## config.mk

```make
export PLATFORM = sky130hd
export DESIGN_NAME = pipeline_hazard_controller_flat
export DESIGN_NICKNAME = d
export VERILOG_FILES = /design/src/rtl/pipeline_hazard_controller_pkg.sv /design/src/rtl/pipeline_hazard_controller_if.sv /design/src/rtl/hazard_match_unit.sv /design/src/rtl/pipeline_hazard_controller.sv /design/src/flat_wrapper.sv
export SDC_FILE = /design/constraint.sdc
export NUM_CORES = 1
export LEC_CHECK = 0
export CAP_MARGIN = 25
export CORE_UTILIZATION = 50
export CTS_BUF_LIST = sky130_fd_sc_hd__clkbuf_16
export CTS_CLUSTER_SIZE = 25
export DETAILED_ROUTE_END_ITERATION = 8
export PLACE_DENSITY_LB_ADDON = 0.25
export SLEW_MARGIN = 15
export SYNTH_ARGS = -nofsm -noshare
export SYNTH_HDL_FRONTEND = slang
export SYNTH_SLANG_ARGS = --single-unit
```

## constraint.sdc

```tcl
create_clock -name clk -period 7.3 [get_ports clk]
set_clock_uncertainty 0.15 [all_clocks]
set_input_delay 1.825 -clock clk [delete_from_list [all_inputs] [get_ports clk]]
set_output_delay 1.825 -clock clk [all_outputs]
set_load 0.02 [all_outputs]
```

## src/rtl/pipeline_hazard_controller_pkg.sv

```systemverilog
// Shared types and constants for the pipeline hazard controller.
// Holds the FSM state enum, forwarding selects and match bundle.
package pipeline_pkg;

    localparam int REG_AW = 5;

    typedef enum logic [1:0] {
        ST_RUN      = 2'b00,
        ST_MEM_WAIT = 2'b01,
        ST_ERROR    = 2'b10
    } fsm_state_e;

    localparam logic [1:0] FWD_RF  = 2'b00;
    localparam logic [1:0] FWD_MEM = 2'b01;
    localparam logic [1:0] FWD_WB  = 2'b10;

    typedef struct packed {
        logic ex_a;
        logic ex_b;
        logic mem_a;
        logic mem_b;
        logic lu;
    } hazard_match_t;

    // The younger producer (EX) always wins over MEM.
    function automatic logic [1:0] fwd_pick(
        input logic ex_hit,
        input logic mem_hit
    );
        if (ex_hit)
            return FWD_MEM;
        else if (mem_hit)
            return FWD_WB;
        else
            return FWD_RF;
    endfunction

endpackage

```

## src/rtl/pipeline_hazard_controller_if.sv

```systemverilog
// Bundle between the pipeline datapath and the hazard controller.
// master = datapath side, slave = controller side.
interface pipeline_hazard_controller_if
    import pipeline_pkg::*;
#(
    parameter int STALL_CNT_W = 16
);

    logic [REG_AW-1:0]      id_rs1_addr;
    logic [REG_AW-1:0]      id_rs2_addr;
    logic                   id_rs1_used;
    logic                   id_rs2_used;
    logic [REG_AW-1:0]      ex_rd_addr;
    logic                   ex_reg_write;
    logic                   ex_mem_read;
    logic [REG_AW-1:0]      mem_rd_addr;
    logic                   mem_reg_write;
    logic                   branch_taken;
    logic                   dmem_req;
    logic                   dmem_ready;

    logic                   pc_write_en;
    logic                   if_id_write_en;
    logic                   id_ex_write_en;
    logic                   ex_mem_write_en;
    logic                   if_id_flush;
    logic                   id_ex_bubble;
    logic [1:0]             fwd_a_sel;
    logic [1:0]             fwd_b_sel;
    logic [STALL_CNT_W-1:0] stall_count;
    logic                   mem_timeout_err;

    modport master (
        output id_rs1_addr, id_rs2_addr,
        output id_rs1_used, id_rs2_used,
        output ex_rd_addr, ex_reg_write,
        output ex_mem_read,
        output mem_rd_addr, mem_reg_write,
        output branch_taken,
        output dmem_req, dmem_ready,
        input  pc_write_en, if_id_write_en,
        input  id_ex_write_en, ex_mem_write_en,
        input  if_id_flush, id_ex_bubble,
        input  fwd_a_sel, fwd_b_sel,
        input  stall_count, mem_timeout_err
    );

    modport slave (
        input  id_rs1_addr, id_rs2_addr,
        input  id_rs1_used, id_rs2_used,
        input  ex_rd_addr, ex_reg_write,
        input  ex_mem_read,
        input  mem_rd_addr, mem_reg_write,
        input  branch_taken,
        input  dmem_req, dmem_ready,
        output pc_write_en, if_id_write_en,
        output id_ex_write_en, ex_mem_write_en,
        output if_id_flush, id_ex_bubble,
        output fwd_a_sel, fwd_b_sel,
        output stall_count, mem_timeout_err
    );

endinterface

```

## src/rtl/hazard_match_unit.sv

```systemverilog
// Register-address comparators for forwarding and load-use detection.
// Purely combinational; x0 never produces a match.
module hazard_match_unit
    import pipeline_pkg::*;
(
    input  logic [REG_AW-1:0] rs1_addr,
    input  logic [REG_AW-1:0] rs2_addr,
    input  logic              rs1_used,
    input  logic              rs2_used,
    input  logic [REG_AW-1:0] ex_rd_addr,
    input  logic              ex_reg_write,
    input  logic              ex_mem_read,
    input  logic [REG_AW-1:0] mem_rd_addr,
    input  logic              mem_reg_write,
    output hazard_match_t     hit
);

    function automatic logic match(
        input logic              used,
        input logic [REG_AW-1:0] rs,
        input logic              we,
        input logic [REG_AW-1:0] rd
    );
        return used && we && (rd != '0) && (rd == rs);
    endfunction

    always_comb begin
        hit       = '0;
        hit.ex_a  = match(rs1_used, rs1_addr,
                          ex_reg_write, ex_rd_addr);
        hit.ex_b  = match(rs2_used, rs2_addr,
                          ex_reg_write, ex_rd_addr);
        hit.mem_a = match(rs1_used, rs1_addr,
                          mem_reg_write, mem_rd_addr);
        hit.mem_b = match(rs2_used, rs2_addr,
                          mem_reg_write, mem_rd_addr);
        hit.lu    = ex_mem_read && (hit.ex_a || hit.ex_b);
    end

endmodule

```

## src/rtl/pipeline_hazard_controller.sv

```systemverilog
// Stall, flush and forwarding scheduler for the 5-stage pipeline.
// Freezes on dmem wait and traps a dmem timeout until reset.
module pipeline_hazard_controller
    import pipeline_pkg::*;
#(
    parameter int MEM_TIMEOUT = 64,
    parameter int STALL_CNT_W = 16
) (
    input logic clk,
    input logic reset,
    pipeline_hazard_controller_if.slave hz
);

    localparam int CW = $clog2(MEM_TIMEOUT + 1);

    hazard_match_t          m;
    fsm_state_e             state;
    fsm_state_e             state_nx;
    logic [CW-1:0]          wait_cnt;
    logic [CW-1:0]          wait_cnt_nx;
    logic                   frozen;
    logic                   pc_we;
    logic                   if_id_we;
    logic                   id_ex_we;
    logic                   ex_mem_we;
    logic                   flush;
    logic                   bubble;
    logic [1:0]             fwd_a;
    logic [1:0]             fwd_b;
    logic [STALL_CNT_W-1:0] stall_cnt;
    logic                   err;

    hazard_match_unit u_match (
        .rs1_addr      (hz.id_rs1_addr),
        .rs2_addr      (hz.id_rs2_addr),
        .rs1_used      (hz.id_rs1_used),
        .rs2_used      (hz.id_rs2_used),
        .ex_rd_addr    (hz.ex_rd_addr),
        .ex_reg_write  (hz.ex_reg_write),
        .ex_mem_read   (hz.ex_mem_read),
        .mem_rd_addr   (hz.mem_rd_addr),
        .mem_reg_write (hz.mem_reg_write),
        .hit           (m)
    );

    always_comb begin
        frozen = 1'b0;
        if (state == ST_RUN)
            frozen = hz.dmem_req && !hz.dmem_ready;
        else if (state == ST_MEM_WAIT)
            frozen = !hz.dmem_ready;
    end

    always_comb begin
        pc_we     = 1'b0;
        if_id_we  = 1'b0;
        id_ex_we  = 1'b0;
        ex_mem_we = 1'b0;
        flush     = 1'b0;
        bubble    = 1'b0;
        if (!reset) begin
            flush  = 1'b1;
            bubble = 1'b1;
        end else if (state == ST_ERROR || frozen) begin
            pc_we = 1'b0;
        end else if (hz.branch_taken) begin
            // Squashed ID instruction makes load-use moot.
            pc_we     = 1'b1;
            if_id_we  = 1'b1;
            id_ex_we  = 1'b1;
            ex_mem_we = 1'b1;
            flush     = 1'b1;
            bubble    = 1'b1;
        end else if (m.lu) begin
            id_ex_we  = 1'b1;
            ex_mem_we = 1'b1;
            bubble    = 1'b1;
        end else begin
            pc_we     = 1'b1;
            if_id_we  = 1'b1;
            id_ex_we  = 1'b1;
            ex_mem_we = 1'b1;
        end
    end

    always_comb begin
        state_nx    = state;
        wait_cnt_nx = wait_cnt;
        unique case (state)
            ST_RUN: begin
                if (hz.dmem_req && !hz.dmem_ready) begin
                    state_nx    = ST_MEM_WAIT;
                    wait_cnt_nx = CW'(1);
                end
            end
            ST_MEM_WAIT: begin
                if (hz.dmem_ready) begin
                    state_nx    = ST_RUN;
                    wait_cnt_nx = '0;
                end else if (wait_cnt == CW'(MEM_TIMEOUT)) begin
                    state_nx = ST_ERROR;
                end else begin
                    wait_cnt_nx = wait_cnt + CW'(1);
                end
            end
            ST_ERROR: begin
                state_nx = ST_ERROR;
            end
            default: begin
                state_nx    = ST_RUN;
                wait_cnt_nx = '0;
            end
        endcase
    end

    always_ff @(posedge clk) begin
        if (!reset) begin
            state     <= ST_RUN;
            wait_cnt  <= '0;
            fwd_a     <= FWD_RF;
            fwd_b     <= FWD_RF;
            stall_cnt <= '0;
            err       <= 1'b0;
        end else begin
            state    <= state_nx;
            wait_cnt <= wait_cnt_nx;
            err      <= err || (state_nx == ST_ERROR);
            if (id_ex_we) begin
                fwd_a <= bubble ? FWD_RF : fwd_pick(m.ex_a, m.mem_a);
                fwd_b <= bubble ? FWD_RF : fwd_pick(m.ex_b, m.mem_b);
            end
            if (!pc_we && state != ST_ERROR && stall_cnt != '1)
                stall_cnt <= stall_cnt + 1'b1;
        end
    end

    assign hz.pc_write_en     = pc_we;
    assign hz.if_id_write_en  = if_id_we;
    assign hz.id_ex_write_en  = id_ex_we;
    assign hz.ex_mem_write_en = ex_mem_we;
    assign hz.if_id_flush     = flush;
    assign hz.id_ex_bubble    = bubble;
    assign hz.fwd_a_sel       = fwd_a;
    assign hz.fwd_b_sel       = fwd_b;
    assign hz.stall_count     = stall_cnt;
    assign hz.mem_timeout_err = err;

endmodule

```

## src/flat_wrapper.sv

```systemverilog
// flat-port wrapper written by rule: the top's interface ports become plain ports
module pipeline_hazard_controller_flat import pipeline_pkg::*;
#(
    parameter int MEM_TIMEOUT = 64,
    parameter int STALL_CNT_W = 16
)
  (clk, reset, hz_id_rs1_addr, hz_id_rs2_addr, hz_id_rs1_used, hz_id_rs2_used, hz_ex_rd_addr, hz_ex_reg_write, hz_ex_mem_read, hz_mem_rd_addr, hz_mem_reg_write, hz_branch_taken, hz_dmem_req, hz_dmem_ready, hz_pc_write_en, hz_if_id_write_en, hz_id_ex_write_en, hz_ex_mem_write_en, hz_if_id_flush, hz_id_ex_bubble, hz_fwd_a_sel, hz_fwd_b_sel, hz_stall_count, hz_mem_timeout_err);
  pipeline_hazard_controller_if #(.STALL_CNT_W(STALL_CNT_W)) hz_i ();
  input logic clk;
  input logic reset;
  input wire logic [$bits(hz_i.id_rs1_addr)-1:0] hz_id_rs1_addr;
  input wire logic [$bits(hz_i.id_rs2_addr)-1:0] hz_id_rs2_addr;
  input wire logic [$bits(hz_i.id_rs1_used)-1:0] hz_id_rs1_used;
  input wire logic [$bits(hz_i.id_rs2_used)-1:0] hz_id_rs2_used;
  input wire logic [$bits(hz_i.ex_rd_addr)-1:0] hz_ex_rd_addr;
  input wire logic [$bits(hz_i.ex_reg_write)-1:0] hz_ex_reg_write;
  input wire logic [$bits(hz_i.ex_mem_read)-1:0] hz_ex_mem_read;
  input wire logic [$bits(hz_i.mem_rd_addr)-1:0] hz_mem_rd_addr;
  input wire logic [$bits(hz_i.mem_reg_write)-1:0] hz_mem_reg_write;
  input wire logic [$bits(hz_i.branch_taken)-1:0] hz_branch_taken;
  input wire logic [$bits(hz_i.dmem_req)-1:0] hz_dmem_req;
  input wire logic [$bits(hz_i.dmem_ready)-1:0] hz_dmem_ready;
  output wire logic [$bits(hz_i.pc_write_en)-1:0] hz_pc_write_en;
  output wire logic [$bits(hz_i.if_id_write_en)-1:0] hz_if_id_write_en;
  output wire logic [$bits(hz_i.id_ex_write_en)-1:0] hz_id_ex_write_en;
  output wire logic [$bits(hz_i.ex_mem_write_en)-1:0] hz_ex_mem_write_en;
  output wire logic [$bits(hz_i.if_id_flush)-1:0] hz_if_id_flush;
  output wire logic [$bits(hz_i.id_ex_bubble)-1:0] hz_id_ex_bubble;
  output wire logic [$bits(hz_i.fwd_a_sel)-1:0] hz_fwd_a_sel;
  output wire logic [$bits(hz_i.fwd_b_sel)-1:0] hz_fwd_b_sel;
  output wire logic [$bits(hz_i.stall_count)-1:0] hz_stall_count;
  output wire logic [$bits(hz_i.mem_timeout_err)-1:0] hz_mem_timeout_err;
  assign hz_i.id_rs1_addr = hz_id_rs1_addr;
  assign hz_i.id_rs2_addr = hz_id_rs2_addr;
  assign hz_i.id_rs1_used = hz_id_rs1_used;
  assign hz_i.id_rs2_used = hz_id_rs2_used;
  assign hz_i.ex_rd_addr = hz_ex_rd_addr;
  assign hz_i.ex_reg_write = hz_ex_reg_write;
  assign hz_i.ex_mem_read = hz_ex_mem_read;
  assign hz_i.mem_rd_addr = hz_mem_rd_addr;
  assign hz_i.mem_reg_write = hz_mem_reg_write;
  assign hz_i.branch_taken = hz_branch_taken;
  assign hz_i.dmem_req = hz_dmem_req;
  assign hz_i.dmem_ready = hz_dmem_ready;
  assign hz_pc_write_en = hz_i.pc_write_en;
  assign hz_if_id_write_en = hz_i.if_id_write_en;
  assign hz_id_ex_write_en = hz_i.id_ex_write_en;
  assign hz_ex_mem_write_en = hz_i.ex_mem_write_en;
  assign hz_if_id_flush = hz_i.if_id_flush;
  assign hz_id_ex_bubble = hz_i.id_ex_bubble;
  assign hz_fwd_a_sel = hz_i.fwd_a_sel;
  assign hz_fwd_b_sel = hz_i.fwd_b_sel;
  assign hz_stall_count = hz_i.stall_count;
  assign hz_mem_timeout_err = hz_i.mem_timeout_err;
  pipeline_hazard_controller #(.MEM_TIMEOUT(MEM_TIMEOUT), .STALL_CNT_W(STALL_CNT_W)) u_core (.clk(clk), .reset(reset), .hz(hz_i));
endmodule
```

Word level (Yosys, flattened, before mapping):

Index checks and enable logic that the tools add are counted.

* output and inout bits: 27
* register bits after elaboration: 30
* word-level logic and storage cells: 75

* reduce and logical (&&, ||, !) cells: 25
* eq/ne operators: 12
* muxes and demuxes: 29
* add/subtract/negate cells: 2
* bitwise gates (word level): 1

Operators by type and width (number)
* 2-to-1 mux 7 bit: 3
* case mux 7 bit (3 select lines): 1
* == test 5 bit: 4
* 2-to-1 mux 2 bit: 9
* adder 16 x 1 -> 16 bit, second input constant: 1
* logical AND 1 bit: 16
* != test 16 bit, second input constant: 1
* 2-to-1 mux 1 bit: 15
* nonzero test 5 bit: 2
* adder 7 x 1 -> 7 bit, second input constant: 1
* == test 7 bit, second input constant: 1
* case mux 2 bit (3 select lines): 1
* == test 2 bit, second input constant: 2
* != test 2 bit, second input constant: 2
* logical OR 1 bit: 3
* != test 3 bit, second input constant: 1
* AND reduction 3 bit: 1
* == test 2 x 1 -> 1 bit, second input constant: 1
* logical NOT 1 bit: 2
* logical NOT 2 bit: 1
* NOT 1 bit: 1

Depth between registers and ports, before layout:

* depth after elaboration: 12
* mapped depth: 9

By module:

From an unflattened synthesis, not the netlist that was laid out.

* cells, all modules: 227
* area, all modules: 1838.0 um^2

By module, submodules not included
* pipeline_hazard_controller: cells each 189, times used 1, area an instance 1551.5 um^2
* hazard_match_unit: cells each 38, times used 1, area an instance 286.5 um^2

Least setup slack after synthesis:

Ideal clock, no wire load.

* path kind: input to output
* start: input port hz_dmem_req
* end: output port hz_pc_write_en
* data required time: 5325 ps
* path buffers: 2
* stages on the path: 7
* arrival: 3729 ps
* slack: 1596 ps
* cells stage by stage: o21bai_1 nor2_1 or2_2 clkbuf_1 nor2_1 a21boi_0 buf_4

* longest elaborated chain between the ends: 5

Ends and longest elaborated chain
* from (decl): line flat_wrapper.sv:21 `input wire logic [$bits(hz_i.dmem_req)-1:0] hz_dmem_req;`
* logical AND 1 bit: line pipeline_hazard_controller.sv:49 `frozen = hz.dmem_req && !hz.dmem_ready;`
* 2-to-1 mux 1 bit: line pipeline_hazard_controller.sv:48 `if (state == ST_RUN)`
* logical OR 1 bit: line pipeline_hazard_controller.sv:64 `end else if (state == ST_ERROR || frozen) begin`
* 2-to-1 mux 1 bit (2 in a row)
* to (decl): line flat_wrapper.sv:23 `output wire logic [$bits(hz_i.pc_write_en)-1:0] hz_pc_write_en;`

No other way between the ends.

Final worst setup path:

* start: input port hz_ex_rd_addr[0]
* end: output port hz_if_id_write_en

* longest elaborated chain between the ends: 9
* elaborated cells between the ends (all ways): 13
* those cells by class: eq/ne (2); mux (4); reduce/logical (7)

Ends and longest elaborated chain
* from (decl): line flat_wrapper.sv:15 `input wire logic [$bits(hz_i.ex_rd_addr)-1:0] hz_ex_rd_addr;`
* nonzero test 5 bit: line hazard_match_unit.sv:24 `return used && we && (rd != '0) && (rd == rs);`
* logical AND 1 bit (2 in a row): line hazard_match_unit.sv:24
* logical OR 1 bit (*): line hazard_match_unit.sv:37 `hit.lu = ex_mem_read && (hit.ex_a || hit.ex_b);`
* logical AND 1 bit (*): line hazard_match_unit.sv:37
* 2-to-1 mux 1 bit (*): line pipeline_hazard_controller.sv:74 `end else if (m.lu) begin`
* 2-to-1 mux 1 bit (*): line pipeline_hazard_controller.sv:66 `end else if (hz.branch_taken) begin`
* 2-to-1 mux 1 bit (*): line pipeline_hazard_controller.sv:64
* 2-to-1 mux 1 bit (*): line pipeline_hazard_controller.sv:61 `if (!reset) begin`
* to (decl): line flat_wrapper.sv:24 `output wire logic [$bits(hz_i.if_id_write_en)-1:0] hz_if_id_write_en;`

Mark *: on every way between the ends. The rest lies on a longest branch, timed or not.

==> impl_results.md <==
* Final GP Congestion at 0.817
* Post-synth EDFFs at 0
* Routed Wire Length at 4.23 mm
* Die H at 62.0 um
* Sequential share of power at 40.1%
* Slew @ Worst Pin at 0.651 ns
* Mean post-synth cell area at 8.29 um^2
* Post-Place Cells at 313
* Register area share after synthesis at 33.4%
* Largest family of logic cells by synthesized area: simple AND/OR/NAND/NOR gates
* Ys async rst share at 0%
* Max Freq at 163 MHz
* R2r startpoint: u_core.hz.stall_count[0]$_SDFFE_PN0P_
* Rel. slew slack at 56.6%
* CORE AREA at 0.00339 mm^2
* Peak VDD IR at 0.0777 mV
* Layout cells sized above 1 at 6.91%
* Vias at 1786
* Initial antenna violation count at 0
* Worst hold slack at 0.313 ns
* Clock sink count at 30
* Max-cap violations at 0
* Final hold vios at 0
* Internal at 0.324 mW
* Antenna cells at 0
* Worst Setup End Kind: output port
* Setup_tns at 0 ns
* TritonCTS clock tree: yes
* Final clock period utilization by the worst path at 83.8%
* Port-buffer cells at 56
* Final instance area at 0.00252 mm^2
* Hold Startpoint: u_core.hz.fwd_b_sel[0]$_SDFFE_PN0P_
* Synth Flop Type: dfxtp_1
* Hold path depth at 2
* Root Buffer Master: clkbuf_16
* RR Endpoint: u_core.hz.stall_count[13]$_SDFFE_PN0P_
* Netlist cell types at 47
* Post-Synth XOR/XNOR Area at 15.6%
* DP Wirelength at 3.25 mm
* Starting Density at 53.1%
* Initial DRT Pass Iterations at 4
* Cts hold-fix bufs at 0
* Clock Tree Buf Depth at 2
* Comb pwr share at 15.5%
* Leading cell type in the layout, fill and taps excluded: clkdlybuf4s50_1
* Die boundary width at 62.0 um
* Nets@finish at 307
* Number of global-route vias before repair at 1658
* Min-delay worst type: register to register
* Syn Inst Count at 217
* Mux contribution to synthesized area at 0.556%
* Die area at 0.00384 mm^2
* Outcome: complete, no violations
* Compound-Gate Fraction of Synth Area at 17.9%
* Leakage Power at 0.879 nW
* GRT Util Overall at 25.1%
* Worst-path clk slew at 0.05 ns
* FP Rows at 21
* Postcts setup bufs at 0
* Vias per inst at 5.56
* Final setup vio count at 0
* DP Area at 0.00238 mm^2
* Psw at 0.102 mW
* Setup crit start kind: primary input
* Inserted Clock Buffers at 5
* Post-CTS sizing at 0
* Grt ovf at 0
* Drt drc at 0
* Arrival time at the worst endpoint at 4.14 ns
* Final Critical Period at 6.12 ns
* Synthesis Warnings at 0
* Worst R2R Path Depth at 8
* Post-synthesis simple-gate area fraction at 26.5%
* Crit path kind: primary input to output port
* #FFs+latches synth at 30
* Sw frac at 24.0%
* Clock Power Share at 44.4%
* Maximum number of pins on one net before global-route repair at 21
* Syn_nets at 250
* Wirelength per Cell at 13.2 um
* RSZ-0062 raised after global routing: false
* Skew-Pair Late Insertion Delay at 0.27 ns
* Reg2reg setup slack at 4.75 ns
* # fillers at 269
* Antenna Nets Post-Route at 0
* Most frequent cells in the layout: 56 x clkdlybuf4s50_1, 30 x dfxtp_1, 22 x nor2_1, 18 x xor2_1, 18 x nand2_1
* Cell Pwr Density at 169 mW/mm^2
* Netlist Area Pre-Place at 0.00180 mm^2
* Hold EP: u_core.hz.fwd_b_sel[0]$_SDFFE_PN0P_
* # IOs at 57
* Synth-to-Final Area Change at 40.1%
* Worst Path Max Fanout at 4
* 1st-iter DRT viols at 115
* Fin cells at 321
* Adder-Cell Fraction of Synth Area at 2.09%
* Req. time, crit path at 5.33 ns
* Fin. max-slew vios at 0
* CTS H-tree lvls at 2
* First-pass GRT wire length at 7.00 mm
==> sequential cells by signal (all words and copies together) (netlist names) <==
signal / count
u_core.hz.fwd_a_sel: 2
u_core.hz.fwd_b_sel: 2
u_core.hz.mem_timeout_err: 1
u_core.hz.stall_count: 16
u_core.state: 2
u_core.wait_cnt: 7
==> metrics by stage <==
step / util [%] / setup WS (ns) / power [mW]
5_1_grt: 74.3 / 1.01 / 0.444
6_report: 74.3 / 1.18 / 0.426
4_1_cts: 74.3 / 1.17 / 0.431
3_5_place_dp: 70.3 / 1.17 / 0.240
3_3_place_gp: 70.3 / 1.20 / 0.239
2_1_floorplan: - / 1.60 / 0.207
==> power by group through the flow <==
stage	sequential [mW]	combinational, mW	clock (mW)
final	0.171	0.0662	0.189
after global routing	0.171	0.0721	0.201
after CTS	0.170	0.0666	0.194
after detailed placement	0.174	0.0662	0
after global placement	0.173	0.0652	0
after floorplan	0.175	0.0322	0
==> Yosys cell counts, drive strengths merged (2+ instances only) <==
master	n	share of area (%)
a211oi	3	1.3
xnor2	14	6.8
clkbuf	3	0.63
o21ai	7	1.9
buf	4	1.7
nor4	4	1.4
o21a	2	0.90
a31o	2	0.97
o211ai	2	1.6
nand4	5	1.7
inv	8	1.7
nand2	19	4.1
nand2b	2	0.70
nand3	14	3.9
nor3	2	0.56
a21oi	15	4.2
dfxtp	30	33
ha	3	2.1
or4	8	3.3
o21bai	2	0.83
o31ai	3	1.3
nor2	22	4.6
a21boi	4	1.7
and3	5	1.9
xor2	18	8.8
==> critical path: stages <==
cell             delay (ns)
clkdlybuf4s50_1        0.46
or4_1                  0.53
o21a_2                 0.23
nand2_1                0.12
a21oi_1                0.08
a21boi_0               0.23
clkdlybuf4s50_1        0.65
==> cells by family (layout without fill, tap and decap cells) <==
kind of cell    after synthesis  after routing
mux                           1              1
compound gates               47             47
fa+ha+maj                     3              3
xor+xnor                     32             32
buf+inv                      15             73
flops                        30             30
simple gates                 89             89
==> worst max-delay path by stage <==
stage,start,to,slack (ns)
after global routing,hz_ex_rd_addr[0],hz_if_id_write_en,1.01
final,hz_ex_rd_addr[0],hz_if_id_write_en,1.18
after CTS,hz_ex_rd_addr[0],hz_if_id_write_en,1.17
after floorplan,hz_dmem_req,hz_pc_write_en,1.60
after detailed placement,hz_ex_rd_addr[0],hz_if_id_write_en,1.17
after global placement,hz_ex_rd_addr[0],hz_if_id_write_en,1.20
==> cell type report <==
| type | instances | area (um^2) | share of cell area [%] |
|---|---|---|---|
| Sequential cell | 30 | 601 | 23.8 |
| Clock inverter | 3 | 12.5 | 0.497 |
| Tap cell | 46 | 57.6 | 2.28 |
| Timing Repair Buffer | 57 | 568 | 22.5 |
| Clock buffer | 5 | 125 | 4.97 |
| Inverter | 8 | 30.0 | 1.19 |
| Multi-Input combinational cell | 172 | 1130 | 44.7 |
==> per-layer routing <==
| layer | routed length (um) | track usage (%) | vias up |
|---|---|---|---|
| met5 | 0 | 0 | - |
| met4 | 111 | 12.1 | 0 |
| met3 | 203 | 6.63 | 12 |
| met2 | 2140 | 43.3 | 61 |
| met1 | 1780 | 28.7 | 821 |
| li1 | - | - | 892 |
Note: power is estimated with default switching activity, not from simulation.
